`src/rtl/uart_pkg.sv`:
```
// Shared UART definitions for the peripheral datapath.
// Holds the receiver and transmitter state encodings, the frame shape
// (8 data bits, 1 stop bit), the default divisor floor, and a helper
// that applies that floor to a runtime clocks-per-bit value.
package uart_pkg;

   localparam int DATA_BITS    = 8;
   localparam int STOP_BITS    = 1;
   localparam int FRAME_BITS   = 1 + DATA_BITS + STOP_BITS;
   localparam int CNT_W        = 16;
   localparam int UART_MIN_CPB = 4;

   typedef enum logic [2:0] {
      RX_IDLE     = 3'd0,
      RX_START    = 3'd1,
      RX_DATA     = 3'd2,
      RX_STOP     = 3'd3,
      RX_BRK_WAIT = 3'd4
   } rx_state_e;

   typedef enum logic [1:0] {
      TX_IDLE  = 2'd0,
      TX_START = 2'd1,
      TX_DATA  = 2'd2,
      TX_STOP  = 2'd3
   } tx_state_e;

   // Divisors below the floor leave no room for a mid-bit sample point.
   function automatic logic [CNT_W-1:0] clamp_cpb(input logic [CNT_W-1:0] cpb,
                                                 input logic [CNT_W-1:0] floor_cpb);
      return (cpb < floor_cpb) ? floor_cpb : cpb;
   endfunction

endpackage

```
`src/rtl/sync_2ff.sv`:
```
// Multi-flop bit synchronizer for a single asynchronous input.
// Ports:
//   clk_i  - destination clock
//   rst_i  - synchronous active-high reset; all stages load RST_VAL
//   d_i    - asynchronous input
//   q_o    - synchronized output (last stage)
// STAGES must be at least 2.
module sync_2ff #(
   parameter int   STAGES  = 2,
   parameter logic RST_VAL = 1'b1
) (
   input  logic clk_i,
   input  logic rst_i,
   input  logic d_i,
   output logic q_o
);

   logic [STAGES-1:0] sync_q;

   always_ff @(posedge clk_i) begin
      if (rst_i) begin
         sync_q <= {STAGES{RST_VAL}};
      end else begin
         sync_q <= {sync_q[STAGES-2:0], d_i};
      end
   end

   assign q_o = sync_q[STAGES-1];

endmodule

```
`src/rtl/uart_rx.sv`:
```
// 8N1 serial receiver.
// Recovers frames from i_RX_Serial using a divisor latched at start-bit
// detection, emits one byte per frame with a single-cycle valid pulse,
// flags a low stop bit as a framing error, rejects short start glitches,
// and waits out a held-low line (break) before re-arming.
// Ports:
//   clk_i, rst_i   - clock, synchronous active-high reset
//   rx_en          - gates acceptance of new start bits only
//   i_RX_Serial    - asynchronous serial line, idles high
//   CLKS_PER_BIT   - runtime divisor, floored at MIN_CPB
//   o_RX_Byte      - last received byte, held until the next valid
//   o_RX_Valid     - one-cycle pulse when o_RX_Byte updates
//   o_Frame_Err    - one-cycle pulse with o_RX_Valid when stop bit was 0
//   o_RX_Busy      - high whenever the receiver is not idle
//
// state       | meaning
// ------------+---------------------------------------------------------
// RX_IDLE     | line idle, waiting for a low level while rx_en is high
// RX_START    | timing to mid start bit; high there means glitch
// RX_DATA     | sampling 8 data bits at mid-bit, LSB first
// RX_STOP     | sampling stop bit, then publishing byte and status
// RX_BRK_WAIT | stop bit was low; wait for line to return high
module uart_rx
   import uart_pkg::*;
#(
   parameter int SYNC_STAGES = 2,
   parameter int MIN_CPB     = 4
) (
   input  logic        clk_i,
   input  logic        rst_i,
   input  logic        rx_en,
   input  logic        i_RX_Serial,
   input  logic [15:0] CLKS_PER_BIT,
   output logic [7:0]  o_RX_Byte,
   output logic        o_RX_Valid,
   output logic        o_Frame_Err,
   output logic        o_RX_Busy
);

   localparam logic [CNT_W-1:0] CPB_FLOOR = CNT_W'(MIN_CPB);
   localparam logic [2:0]       LAST_IDX  = 3'(DATA_BITS - 1);

   logic             rxs;
   rx_state_e        state_q, state_d;
   logic [CNT_W-1:0] cnt_q, cnt_d;
   logic [CNT_W-1:0] cpb_q, cpb_d;
   logic [CNT_W-1:0] cpb_new;
   logic [2:0]       idx_q, idx_d;
   logic [7:0]       shift_q, shift_d;
   logic [7:0]       byte_q, byte_d;
   logic             valid_q, valid_d;
   logic             err_q, err_d;

   sync_2ff #(
      .STAGES  (SYNC_STAGES),
      .RST_VAL (1'b1)
   ) u_sync_rx (
      .clk_i (clk_i),
      .rst_i (rst_i),
      .d_i   (i_RX_Serial),
      .q_o   (rxs)
   );

   assign cpb_new = clamp_cpb(CLKS_PER_BIT, CPB_FLOOR);

   always_ff @(posedge clk_i) begin
      if (rst_i) begin
         state_q <= RX_IDLE;
         cnt_q   <= '0;
         cpb_q   <= '0;
         idx_q   <= '0;
         shift_q <= '0;
         byte_q  <= '0;
         valid_q <= 1'b0;
         err_q   <= 1'b0;
      end else begin
         state_q <= state_d;
         cnt_q   <= cnt_d;
         cpb_q   <= cpb_d;
         idx_q   <= idx_d;
         shift_q <= shift_d;
         byte_q  <= byte_d;
         valid_q <= valid_d;
         err_q   <= err_d;
      end
   end

   // cnt_q is a down-counter; each phase loads its length minus one and
   // acts when it reaches zero, which lands the START sample half a bit
   // after detection and every later sample a full bit after the previous.
   always_comb begin
      state_d = state_q;
      cnt_d   = cnt_q;
      cpb_d   = cpb_q;
      idx_d   = idx_q;
      shift_d = shift_q;
      byte_d  = byte_q;
      valid_d = 1'b0;
      err_d   = 1'b0;

      case (state_q)
         RX_IDLE: begin
            if (rx_en && !rxs) begin
               cpb_d   = cpb_new;
               cnt_d   = (cpb_new >> 1) - 16'd1;
               idx_d   = 3'd0;
               state_d = RX_START;
            end
         end
         RX_START: begin
            if (cnt_q == '0) begin
               if (!rxs) begin
                  cnt_d   = cpb_q - 16'd1;
                  state_d = RX_DATA;
               end else begin
                  state_d = RX_IDLE;
               end
            end else begin
               cnt_d = cnt_q - 16'd1;
            end
         end
         RX_DATA: begin
            if (cnt_q == '0) begin
               shift_d[idx_q] = rxs;
               idx_d          = idx_q + 3'd1;
               cnt_d          = cpb_q - 16'd1;
               if (idx_q == LAST_IDX) begin
                  state_d = RX_STOP;
               end
            end else begin
               cnt_d = cnt_q - 16'd1;
            end
         end
         RX_STOP: begin
            if (cnt_q == '0) begin
               byte_d  = shift_q;
               valid_d = 1'b1;
               err_d   = !rxs;
               state_d = rxs ? RX_IDLE : RX_BRK_WAIT;
            end else begin
               cnt_d = cnt_q - 16'd1;
            end
         end
         RX_BRK_WAIT: begin
            // A held-low line must not look like a fresh start bit.
            if (rxs) begin
               state_d = RX_IDLE;
            end
         end
         default: begin
            state_d = RX_IDLE;
            cnt_d   = '0;
         end
      endcase
   end

   assign o_RX_Byte   = byte_q;
   assign o_RX_Valid  = valid_q;
   assign o_Frame_Err = err_q;
   assign o_RX_Busy   = (state_q != RX_IDLE);

endmodule

```
`config.mk`:
```
export PLATFORM = sky130hd
export DESIGN_NAME = uart_rx
export DESIGN_NICKNAME = d
export VERILOG_FILES = /design/src/rtl/uart_pkg.sv /design/src/rtl/sync_2ff.sv /design/src/rtl/uart_rx.sv
export SDC_FILE = /design/constraint.sdc
export NUM_CORES = 1
export LEC_CHECK = 0
export BUFFER_PORTS_ARGS = -buffer_cell sky130_fd_sc_hd__buf_4
export CORE_ASPECT_RATIO = 0.6
export CORE_MARGIN = 4
export CORE_UTILIZATION = 30
export DETAILED_ROUTE_END_ITERATION = 8
export PLACE_DENSITY = 0.5
export SLEW_MARGIN = 20
export SYNTH_ARGS = -nofsm -noshare
export SYNTH_HDL_FRONTEND = slang
export SYNTH_SLANG_ARGS = --single-unit
export TNS_END_PERCENT = 10
```
`constraint.sdc`:
```
create_clock -name clk_i -period 4 [get_ports clk_i]
set_input_delay 0.2 -clock clk_i [delete_from_list [all_inputs] [get_ports clk_i]]
set_output_delay 0.2 -clock clk_i [all_outputs]
set_load 0.02 [all_outputs]
```
=== Word-level counts from Yosys, hierarchy flattened ===
Index checks and enable logic that the tools add are counted.

* Add/subtract/negate cells: 4
* $mul: 0
* Div/mod/pow operators: 0
* Order comparisons: 3
* Eq/ne operators: 13
* Shift operators: 0
* Multiplexer cells: 23
* Bitwise gates (word level): 3
* Reduce and logical (&&, ||, !) cells: 15

{| class="wikitable"
|+ Operator list
! kind !! number
|-
| 2-to-1 mux 16 bit || 6
|-
| one-hot mux 16 bit (5 select lines) || 1
|-
| subtractor 16 x 1 -> 16 bit (second input constant) || 2
|-
| 2-to-1 mux 3 bit || 9
|-
| zero test 16 bit || 1
|-
| less-than comparator 16 x 3 -> 1 bit (second input constant) || 1
|-
| subtractor 15 x 1 -> 16 bit (second input constant) || 1
|-
| one-hot mux 3 bit (5 select lines) || 1
|-
| != test 2 bit (second input constant) || 6
|-
| bitwise mux 8 bit || 1
|-
| equality test 3 x 2 -> 1 bit (second input constant) || 2
|-
| equality test 3 bit (second input constant) || 2
|-
| one-hot mux 3 bit (2 select lines) || 1
|-
| AND reduction 2 bit || 3
|-
| AND reduction 6 bit || 1
|-
| less-than comparator 3 x 4 -> 1 bit (second input constant) || 1
|-
| AND reduction 4 bit || 1
|-
| adder 3 x 1 -> 3 bit (second input constant) || 1
|-
| demux 1 bit (select 3 bit) || 1
|-
| equality test 3 x 1 -> 1 bit (second input constant) || 1
|-
| greater-or-equal comparator 3 x 1 -> 1 bit (second input constant) || 1
|-
| zero test 3 bit || 1
|-
| != test 3 bit (second input constant) || 1
|-
| inverter 1 bit || 3
|-
| other kinds (10) || 12
|}

* Bits in registers: 58
* Latch bits: 0
* RAM bits: 0
* ROM bits: 0
* Input port bits: 20
* Output and inout bits: 11
* Logic and storage cells: 70
* Memories kept: 0

=== Longest topological paths before layout ===
Gate-level depths: netlist of the first run.

* Depth after elaboration: 5
* Depth in mapped cells: 11
* Gate-level depth less buffers: 10

=== By module ===
From an unflattened synthesis of the first run, not the netlist that was laid out.

* Cells, all modules: 451
* Area, all modules: 3,418.3 um^2

{| class="wikitable"
|+ Modules (own cells, without submodules)
! module !! times used !! cells each !! area each (um^2) !! seq. area each (um^2)
|-
| uart_rx || 1 || 447 || 3,365.7 || 1,121.1
|-
| sync_2ff || 1 || 4 || 52.6 || 40.0
|}

=== Least setup slack after synthesis of the first run ===
Ideal clock, no wire load.

* Kind: input to register
* Start: in CLKS_PER_BIT[7]
* End: reg cnt_q[10]
* Library setup time: 0.132 ns
* Data arrival time: 2.513 ns
* Required time: 3.868 ns
* Setup slack: 1.355 ns
* Stages: 11
* Buffers on the path: 1
* Path through: nor4_1 -> nand4_1 -> nand2_1 -> ha_1 -> or4b_1 -> clkbuf_1 -> or4_1 -> xor2_1 -> nor2_1 -> o21bai_1 -> a21oi_1

* Word-level cells in the longest chain between the ends: 5

{| class="wikitable"
|+ Ends and longest elaborated chain
! item !! RTL line !! RTL
|-
| from (decl) || uart_rx.sv:33 || <nowiki>input logic [15:0] CLKS_PER_BIT,</nowiki>
|-
| less-than comparator 16 x 3 -> 1 bit || uart_pkg.sv:31 || <nowiki>return (cpb < floor_cpb) ? floor_cpb : cpb;</nowiki>
|-
| 2-to-1 mux 16 bit (*) || uart_pkg.sv:31 ||
|-
| subtractor 15 x 1 -> 16 bit (*) || uart_rx.sv:105 || <nowiki>cnt_d = (cpb_new >> 1) - 16'd1;</nowiki>
|-
| 2-to-1 mux 16 bit (*) || uart_rx.sv:103 || <nowiki>if (rx_en && !rxs) begin</nowiki>
|-
| one-hot mux 16 bit (5 select lines) (*) || uart_rx.sv:101 || <nowiki>case (state_q)</nowiki>
|-
| to (signal assigned) || uart_rx.sv:78 || <nowiki>cnt_q <= cnt_d;</nowiki>
|-
| to (decl) || uart_rx.sv:45 || <nowiki>logic [CNT_W-1:0] cnt_q, cnt_d;</nowiki>
|}

Mark *: on every way between the ends. The rest lies on a longest branch, timed or not. The select of a mux whose other input is x is not followed.
A chain may end at the register's enable or synchronous reset.

=== Worst setup path after layout of the first run ===
* Start: in CLKS_PER_BIT[10]
* End: reg cnt_q[10]

The elaborated chain is that of the path after synthesis.

==> results of run 1 <==
[power by group through the flow]
stage	combinational, mW	clock [mW]	sequential [mW]
global route	1.18	0.761	0.752
floorplan	0.786	0	0.707
detailed placement	1.05	0	0.749
finish	1.07	0.724	0.741
global placement	1.07	0	0.750
CTS	1.06	0.737	0.737
[flip-flops by register name, summed over array words and instances, names as in the netlist]
name,cells
o_RX_Byte,8
cpb_q,16
u_sync_rx.sync_q,2
o_Frame_Err,1
cnt_q,16
idx_q,3
shift_q,8
state_q,3
o_RX_Valid,1
[worst max-delay path: cells and delay by family]
kind	cells	cell delay (ns)
AND/OR/NAND/NOR	6	2.09
AO/OA/AOI/OAI	2	0.22
adder cells (fa/ha/maj)	1	0.21
XOR/XNOR	1	0.15
buffers and inverters	1	0.13
[path summary, 6_finish.rpt]
| check | from | to | slack (ns) | cells past startpoint |
|---|---|---|---|---|
| max reg2reg | state_q[2] | cnt_q[10] | 1.41 | 6 |
| min | i_RX_Serial | u_sync_rx.sync_q[0] | 0.04 | 2 |
| max | CLKS_PER_BIT[10] | cnt_q[10] | 1.18 | 11 |
| min reg2reg | u_sync_rx.sync_q[0] | u_sync_rx.sync_q[1] | 0.41 | 1 |
[cells by family after synthesis]
logic type	share of synthesized area (%)
flops	33.4
fa+ha+maj	2.45
simple gates	33.2
buf+inv	3.75
xor+xnor	6.05
mux	2.31
compound gates	18.8
[metal layers]
layer	GRT usage [%]	vias to the layer above	routed length, um
li1	-	1699	-
met1	28.0	1589	5950
met2	20.9	117	4180
met3	4.64	10	1010
met4	3.99	0	113
met5	0	-	0
[synthesized netlist by cell type, drive strengths merged, types with 3 or more instances]
| library cell | count | area share, % |
|---|---|---|
| a211oi | 5 | 1.1 |
| a21oi | 47 | 6.8 |
| a221oi | 3 | 0.76 |
| a31oi | 5 | 0.90 |
| buf | 4 | 0.50 |
| clkbuf | 15 | 1.6 |
| dfxtp | 58 | 33 |
| ha | 5 | 1.8 |
| inv | 15 | 1.6 |
| mux2i | 8 | 2.3 |
| nand2 | 72 | 7.8 |
| nand2b | 7 | 1.3 |
| nand3 | 16 | 2.3 |
| nand4 | 8 | 1.6 |
| nor2 | 44 | 5.0 |
| nor2b | 3 | 0.54 |
| nor3 | 23 | 3.9 |
| nor3b | 3 | 0.79 |
| nor4 | 12 | 3.6 |
| o21ai | 15 | 2.2 |
| o22ai | 7 | 1.3 |
| o32ai | 3 | 0.76 |
| or2 | 7 | 1.3 |
| or3 | 6 | 1.1 |
| or4 | 8 | 1.8 |
| xnor2 | 10 | 2.5 |
| xor2 | 14 | 3.5 |
[area by class of cell]
type                            instances  share of cell area (%)
Tap cell                              160                    4.86
Multi-Input combinational cell        363                    52.9
Timing Repair Buffer                   32                    5.83
Sequential cell                        58                    28.2
Clock buffer                            9                    5.47
Inverter                               15                    1.37
Clock inverter                          7                    1.34
[through the flow]
step | cell area [sq um] | hold slack, ns | cells
after floorplan | 3470 | 0.304 | 455
after global placement | 3840 | 0.386 | 628
after detailed placement | 3840 | 0.389 | 628
after CTS | 4120 | 0.0388 | 644
after global routing | 4120 | 0.0474 | 644
final | 4120 | 0.0450 | 644
==> impl_metrics.py, run 1 <==
metrics = {
    "outcome": {
        "outcome": "finished clean",
    },
    "cells_and_area": {
        "layout_common_cells": "nand2_1 (72), dfxtp_1 (58), a21oi_1 (47)",
        "area_growth_pct": 18.6,
        "fillers": 1218,
        "multi_input_area_sq_um": 2180,
        "finalNetCount": 504,
        "final_core_util_pct": 36.5,
        "final_common_cell": "nand2_1",
        "antenna_cells": 0,
        "seq_area_sq_um": 1160,
        "drive_gt1_share_pct": 14.5,
    },
    "die": {
        "num_rows": 30,
        "die_h_um": 91.3,
        "pin_count": 31,
        "dieArea_sq_um": 13400,
        "initial_core_util_pct": 30.7,
        "die_w_um": 147,
        "coreArea_sq_um": 11300,
    },
    "clock_network": {
        "cts_setup_buffers": 0,
        "cts_sinks": 58,
        "insertion_delay_ns": 0.34,
        "cts_buffers": 9,
        "cts_tree": "yes",
        "cts.clk_slew.worst_paths_ns": 0.06,
        "cts-root-buf": "clkbuf_16",
        "ctsHoldBuffers": 0,
        "cts_resized": 0,
        "clockBufferDepth": 2,
        "cts_max_level": 3,
    },
    "logic_synthesis": {
        "syn_avg_cell_area_sq_um": 7.63,
        "synthCells": 455,
        "synth_edf_count": 0,
        "seq_area_frac_synth_pct": 33.4,
        "synth_cell_types": 61,
        "yosysWarnings": 0,
        "syn_area_sq_um": 3470,
        "ys.flop_type": "dfxtp_1",
        "syn_nets": 480,
        "async_flop_share_pct": 0,
        "synth-seq-cells": 58,
    },
    "setup_path": {
        "path_cells": "buf_4 -> nor4_1 -> nand4_1 -> nand2_1 -> ha_1 -> or4b_1 -> or4_1 -> xor2_1 -> nor2_1 -> o21bai_1 -> a21oi_1",
        "critPathLaunchType": "input pin",
        "slowest_stage": "nor4_1",
        "crit_required_ns": 4.19,
        "arrival_ns": 3.02,
        "critPathMaxFanout": 6,
        "crit_path_max_incr_delay_ns": 0.60,
        "path_class": "input pin to flip-flop",
        "critPathCaptureType": "flip-flop",
    },
    "drt": {
        "avgViaCountPerCell": 5.30,
        "vias": 3415,
        "dr.first_iter.drc_count": 310,
        "drt-total-wl_um": 11300,
        "drc": 0,
        "ant_nets": 0,
        "dr.pass1.iters": 5,
        "wl_per_cell_um": 17.5,
    },
    "timing": {
        "slew_headroom_pct": 36.0,
        "worst_slack_ns": 1.18,
        "tightest_slew_ns": 0.958,
        "hold_viol_final": 0,
        "finalSetupTns_ns": 0,
        "report.final.slew_viol_count": 0,
        "fin_skew_ns": 0.00670,
        "fmax_mhz": 354,
        "rsz0062_at_grt": "no",
        "setup_violations": 0,
        "finalCritPeriodShare_pct": 70.6,
        "period_minus_slack_ns": 2.82,
    },
    "grt": {
        "grt_max_degree": 53,
        "antenna_found_initial": 0,
        "grt_pass1_vias": 3083,
        "gr-total-overflow": 0,
        "grt_pass1_wl_um": 17800,
        "grtUsageTotal_pct": 17.1,
    },
    "power_and_ir_drop": {
        "p_int_mw": 1.43,
        "power_density_nw_per_um2": 615,
        "switchingPower_mw": 1.11,
        "power_mw": 2.54,
        "p_seq_share_pct": 29.2,
        "p_leak_nw": 1.52,
        "peakVddDrop_uv": 281,
        "swShare_pct": 43.7,
        "p_clk_share_pct": 28.5,
        "combinationalPowerShare_pct": 42.2,
    },
    "place": {
        "pre_cts_slack_ns": 0.864,
        "port-buffer-count": 30,
        "globalplace.congestion": 0.914,
        "dp_hpwl_um": 8380,
    },
    "worst_hold_path": {
        "hold_class": "input pin to flip-flop",
    },
    "flow_run": {
        "drv_cap": 0,
    },
}
Note: power is estimated with default switching activity, not from simulation.
==> run 2: changes to the inputs <==
==> constraint.sdc (replaced) <==
create_clock -name clk_i -period 2.9 [get_ports clk_i]
set_input_delay 0.145 -clock clk_i [delete_from_list [all_inputs] [get_ports clk_i]]
set_output_delay 0.145 -clock clk_i [all_outputs]
set_load 0.02 [all_outputs]
==> run 2 against run 1 <==
Compared with the run above:
- die area is the same
- first-iteration DRC count up 5.2%
- sequential share of layout area down 1.0 points
- clock skew rose by 0.00056 ns
- sequential power is 34% higher
- non-clock buffer count grew 17
- routed wire length shrank 0.20%
- highest routed layer unchanged
==> impl_metrics.py, run 2 (synthesized netlist as in run 1, its figures left out) <==
metrics = {
    "outcome": {
        "outcome": "finished clean",
    },
    "cells_and_area": {
        "reg_top3": "cnt_q x16, cpb_q x16",
        "final_core_util_pct": 37.8,
        "finalNetCount": 521,
        "final_common_cell": "nand2_1",
        "fillers": 1194,
        "area_growth_pct": 23.0,
        "antenna_cells": 0,
        "stdcell_count": 661,
        "layout_common_cells": "nand2_1 (72), dfxtp_1 (58), buf_4 (48)",
        "drive_gt1_share_pct": 17.4,
    },
    "place": {
        "port-buffer-count": 30,
        "pre_cts_slack_ns": -0.0983,
        "globalplace.congestion": 0.900,
        "dp.cells": 644,
        "dp_hpwl_um": 8460,
    },
    "clock_network": {
        "cts_buffers": 9,
        "cts_sinks": 58,
        "cts-root-buf": "clkbuf_16",
        "cts_tree": "yes",
        "cts.clk_slew.worst_paths_ns": 0.05,
        "insertion_delay_ns": 0.33,
        "clockBufferDepth": 2,
        "cts_max_level": 3,
        "cts_setup_buffers": 0,
    },
    "grt": {
        "grt_max_degree": 53,
        "grtUsageTotal_pct": 17.3,
        "grt_pass1_vias": 3279,
        "grt_pass1_wl_um": 18200,
        "gr-total-overflow": 0,
        "antenna_found_initial": 0,
    },
    "setup_path": {
        "critPathMaxFanout": 5,
        "crit_path_max_incr_delay_ns": 0.53,
        "cpMostUsedCell": "nor4_1",
        "slowest_stage": "or4b_1",
        "crit_required_ns": 3.10,
        "arrival_ns": 2.71,
        "critPathTopFamily": "simple AND/OR/NAND/NOR gates",
        "path_cells": "buf_4 -> nor4_1 -> nand4_1 -> nand2_1 -> ha_1 -> or4b_1 -> nor4_1 -> xnor2_1 -> o22ai_1 -> a31oi_1 -> o32ai_1",
        "path_class": "input pin to flip-flop",
        "worstSetupPathDepth": 11,
        "reg2regPathDepth": 8,
        "path_buf_inv": 1,
        "critPathCaptureType": "flip-flop",
        "critPathLaunchType": "input pin",
    },
    "worst_hold_path": {
        "hold_class": "input pin to flip-flop",
        "whs_path_depth": 3,
    },
    "die": {
        "pin_count": 31,
        "dieArea_sq_um": 13400,
        "die_h_um": 91.3,
        "coreArea_sq_um": 11300,
        "die_w_um": 147,
        "initial_core_util_pct": 30.7,
        "num_rows": 30,
    },
    "timing": {
        "worst_slack_ns": 0.385,
        "slew_headroom_pct": 59.4,
        "worst_hold_slack_ns": 0.0765,
        "period_minus_slack_ns": 2.52,
        "tightest_slew_ns": 0.606,
        "setup_violations": 0,
        "finalSetupTns_ns": 0,
        "fmax_mhz": 398,
        "hold_viol_final": 0,
        "fin_skew_ns": 0.00725,
        "report.final.slew_viol_count": 0,
        "rsz0062_at_grt": "no",
        "finalCritPeriodShare_pct": 86.7,
    },
    "drt": {
        "drc": 0,
        "wl_per_cell_um": 17.0,
        "ant_nets": 0,
        "vias": 3519,
        "dr.first_iter.drc_count": 326,
        "avgViaCountPerCell": 5.32,
        "drt-total-wl_um": 11200,
        "dr.pass1.iters": 6,
    },
    "power_and_ir_drop": {
        "p_leak_nw": 1.63,
        "power_density_nw_per_um2": 849,
        "peakVddDrop_uv": 354,
    },
    "flow_run": {
        "drv_cap": 0,
    },
}
==> run 2: path summary, 6_finish.rpt <==
check / startpoint / endpoint / slack, ns
worst min-delay path: CLKS_PER_BIT[0] / cpb_q[0] / 0.08
worst min register to register: u_sync_rx.sync_q[0] / u_sync_rx.sync_q[1] / 0.41
worst max-delay path: CLKS_PER_BIT[7] / cnt_q[14] / 0.38
worst max register to register: cnt_q[0] / cnt_q[13] / 0.41
==> run 2: cell type report <==
type / count / area, sq um / share of cell area (%)
flip-flops and latches: 58 / 1160 / 27.2
clock buffers: 9 / 225 / 5.27
well taps: 160 / 200 / 4.69
multi-input cells: 363 / 2190 / 51.2
repair buffers: 49 / 370 / 8.67
clock inverters: 7 / 70.1 / 1.64
inverters: 15 / 56.3 / 1.32
==> run 2: per-stage QoR <==
step / area, sq um / total power [mW]
2_1_floorplan: 3470 / 2.06
3_3_place_gp: 3960 / 2.53
3_5_place_dp: 3960 / 2.52
4_1_cts: 4260 / 3.60
5_1_grt: 4270 / 3.84
6_report: 4270 / 3.63
==> run 2: worst register-to-register path, cell delays in order, from the launching register on <==
cell      delay [ns]
dfxtp_1         0.41
inv_1           0.07
ha_1            0.24
nor4b_2         0.20
and4_1          0.25
a21o_1          0.32
nor3_2          0.52
o21ai_1         0.24
o311ai_1        0.14
==> run 2: routing by layer <==
layer  up-vias  global-route usage, %  wire [um]
met5         -                      0          0
met4         0                   3.91         78
met3         9                   5.94       1050
met2       143                   20.3       4040
met1      1634                   28.4       6060
li1       1733                      -          -
==> run 2: report_power, final <==
part / internal, mW / switching, mW / total [mW] / leakage (nW)
sequential: 0.876 / 0.119 / 0.995 / 0.470
clock: 0.662 / 0.400 / 1.06 / 0.145
combinational: 0.543 / 1.03 / 1.57 / 1.01
==> run 2: repair_timing <==
item | CTS | global route
gates resized for setup | 0 | 1
setup endpoints to repair | 0 | 1
hold buffers | 1 | 0
endpoints found under the hold margin | 1 | 0
==> run 3: changes to the inputs <==
--- a/config.mk
+++ b/config.mk
@@ -11,8 +11,8 @@
 export CORE_UTILIZATION = 30
 export DETAILED_ROUTE_END_ITERATION = 8
 export PLACE_DENSITY = 0.5
-export SLEW_MARGIN = 20
 export SYNTH_ARGS = -nofsm -noshare
 export SYNTH_HDL_FRONTEND = slang
+export SYNTH_HIERARCHICAL = 1
 export SYNTH_SLANG_ARGS = --single-unit
 export TNS_END_PERCENT = 10
==> run 3 against run 2 <==
Compared with the run above:
- via count shrank 3.7%
- worst setup slack lost 0.089 ns
- cell count shrank 5.0%
- highest routed layer is now met5
==> impl_metrics.py, run 3 <==
metrics = {
    "setup_path": {
        "critPathMaxFanout": 10,
        "crit_path_max_incr_delay_ns": 0.58,
        "critPathLaunchType": "flip-flop",
        "path_class": "flip-flop to flip-flop",
        "arrival_ns": 2.82,
        "critPathCaptureType": "flip-flop",
        "reg2reg_setup_slack_ns": 0.30,
        "slowest_stage": "or4b_4",
        "path_cells": "inv_1 -> ha_1 -> or4b_4 -> or3_4 -> o21ai_2 -> nor3_1 -> o21ai_0 -> nand2_1",
        "r2r-end": "cnt_q[8]",
        "reg2regPathDepth": 8,
        "timing.rr.start": "cnt_q[0]",
        "crit_required_ns": 3.12,
    },
    "cells_and_area": {
        "final_common_cell": "nand2_1",
        "reg_top3": "cnt_q x16, cpb_q x16",
        "fillers": 1127,
        "drive_gt1_share_pct": 15.3,
        "finalNetCount": 509,
        "layout_common_cells": "nand2_1 (76), dfxtp_1 (58), nor2_1 (48)",
        "area_growth_pct": 22.0,
        "antenna_cells": 0,
    },
    "timing": {
        "fmax_mhz": 384,
        "hold_viol_final": 0,
        "tightest_slew_ns": 0.603,
        "finalCritPeriodShare_pct": 89.8,
        "period_minus_slack_ns": 2.60,
        "report.final.slew_viol_count": 0,
        "setup_violations": 0,
        "slew_headroom_pct": 59.5,
        "finalSetupTns_ns": 0,
        "rsz0062_at_grt": "no",
        "fin_skew_ns": 0.00827,
    },
    "die": {
        "num_rows": 29,
        "dieArea_sq_um": 13200,
        "pin_count": 31,
        "coreArea_sq_um": 10800,
        "initial_core_util_pct": 31.5,
        "die_h_um": 90.7,
        "die_w_um": 146,
    },
    "grt": {
        "antenna_found_initial": 1,
        "gr-total-overflow": 0,
        "grtUsageTotal_pct": 16.8,
        "grt_pass1_wl_um": 17400,
        "grtUsageMet2_pct": 20.3,
        "met1_usage_pct": 26.7,
        "grt_max_degree": 52,
        "top_usage_layer": "met1",
        "grt_pass1_vias": 3108,
        "use_met3_pct": 6.17,
    },
    "place": {
        "globalplace.congestion": 0.884,
        "dp_hpwl_um": 8240,
        "port-buffer-count": 30,
    },
    "logic_synthesis": {
        "syn_area_sq_um": 3420,
        "yosysWarnings": 6,
        "synth.area.top_cells": "dfxtp_1 (34%), nand2_1 (8.3%), a21oi_1 (6.6%), nor2_1 (5.3%), xnor2_1 (4.1%)",
        "yosysMostFrequentCell": "nand2_1",
        "synth_top_area_cell": "dfxtp_1",
        "synth_edf_count": 0,
        "seq_area_frac_synth_pct": 34.0,
        "synth_top_area_share_pct": 34.0,
        "synthCells": 451,
        "syn_avg_cell_area_sq_um": 7.58,
        "synth_commonest_cells": "nand2_1 (76), dfxtp_1 (58), nor2_1 (48), a21oi_1 (45), nor3_1 (22)",
        "syn_nets": 476,
        "synth-seq-cells": 58,
        "async_flop_share_pct": 0,
        "synth_cell_types": 51,
        "ys.flop_type": "dfxtp_1",
    },
    "drt": {
        "drt-total-wl_um": 10800,
        "dr.pass1.iters": 5,
        "vias": 3390,
        "drc": 0,
        "avgViaCountPerCell": 5.40,
        "wl_per_cell_um": 17.3,
        "dr.first_iter.drc_count": 319,
        "ant_nets": 0,
    },
    "flow_run": {
        "drv_cap": 0,
    },
    "clock_network": {
        "cts.clk_slew.worst_paths_ns": 0.06,
        "cts_tree": "yes",
        "cts_buffers": 9,
        "clockBufferDepth": 2,
        "cts-root-buf": "clkbuf_16",
        "cts_sinks": 58,
        "insertion_delay_ns": 0.34,
        "cts_max_level": 3,
    },
    "worst_hold_path": {
        "hold_start": "CLKS_PER_BIT[7]",
        "hold_path_end": "cpb_q[7]",
        "hold_class": "input pin to flip-flop",
        "whs_path_depth": 3,
    },
    "outcome": {
        "outcome": "finished clean",
    },
    "power_and_ir_drop": {
        "p_leak_nw": 1.59,
        "peakVddDrop_uv": 307,
        "power_density_nw_per_um2": 592,
        "power_mw": 2.47,
    },
}
-- run 3: cell types whose count changed after synthesis, sizes merged, moves of 4 or more --
| cell | before | now |
|---|---|---|
| inv | 15 | 6 |
| o22ai | 7 | 3 |
| a31oi | 5 | 0 |
| nor2 | 44 | 48 |
| o211ai | 0 | 4 |
| xnor2 | 10 | 16 |
| nand2 | 72 | 76 |
| or2 | 7 | 3 |
| o21ai | 15 | 22 |
-- run 3: cells by family after synthesis --
group	Yosys count	share of synthesized area (%)
AOI/OAI and AO/OA	99	17.4
xor gates and xnor gates	31	7.94
adders and majority gates	5	1.83
buffers and inverters	28	3.40
DFF	58	34.0
muxes	9	2.67
and+or+nand+nor	221	32.8
-- run 3: worst max-delay path, delay by kind of cell, from the launching register on --
kind | cells | cell delay, ns
AO/OA/AOI/OAI | 2 | 0.65
adder cells (fa/ha/maj) | 1 | 0.22
buffers and inverters | 1 | 0.07
flip-flops | 1 | 0.35
AND/OR/NAND/NOR | 4 | 1.20
-- run 3: final cells by class --
type                       instances  area (sq um)  share of cell area [%]
clock buffer                       9           225                    5.40
sequential                        58          1160                    27.9
multi-input combinational        365          2150                    51.6
clock inverter                     7           103                    2.46
inverter                           6          22.5                   0.540
timing repair buffer              44           333                    7.98
tap                              139           174                    4.17
-- run 3: through the flow --
step / setup slack [ns] / instances / hold slack, ns / instance area (sq um) / utilization, %
6_report: 0.296 / 628 / 0.0817 / 4170 / 38.4
5_1_grt: 0.153 / 628 / 0.0910 / 4170 / 38.4
4_1_cts: 0.210 / 628 / 0.0792 / 4170 / 38.4
3_5_place_dp: 0.222 / 611 / 0.339 / 3830 / 35.3
3_3_place_gp: 0.251 / 611 / 0.332 / 3830 / 35.3
2_1_floorplan: 0.544 / 451 / 0.242 / 3420 / -
-- run 3: routing by layer --
layer / up-vias / share of wire [%]
li1: 1684 / -
met1: 1584 / 55
met2: 111 / 35
met3: 9 / 9.3
met4: 2 / 0.86
met5: - / 0.12
-- run 3: power by group --
group | total [mW] | leakage, nW | internal, mW | switching, mW
sequential | 0.841 | 0.469 | 0.815 | 0.0264
clock | 1.17 | 0.156 | 0.758 | 0.412
combinational | 0.455 | 0.963 | 0.176 | 0.279
-- run 3: worst max-delay path by stage --
stage	endpoint	slack, ns	start	cells after the start
2_1_floorplan	shift_q[4]	0.54	cnt_q[0]	9
6_report	cnt_q[8]	0.30	cnt_q[0]	8
3_3_place_gp	cnt_q[5]	0.25	cnt_q[0]	8
3_5_place_dp	cnt_q[0]	0.22	cnt_q[0]	8
4_1_cts	cnt_q[0]	0.21	cnt_q[0]	8
5_1_grt	cnt_q[8]	0.15	cnt_q[0]	8
-- run 3: repair_timing --
action,4_1_cts,5_1_grt
hold buffers,1,0
endpoints found under the hold margin,1,0
endpoints found under the setup margin,0,3
gates resized for setup,0,1
buffers inserted,0,0
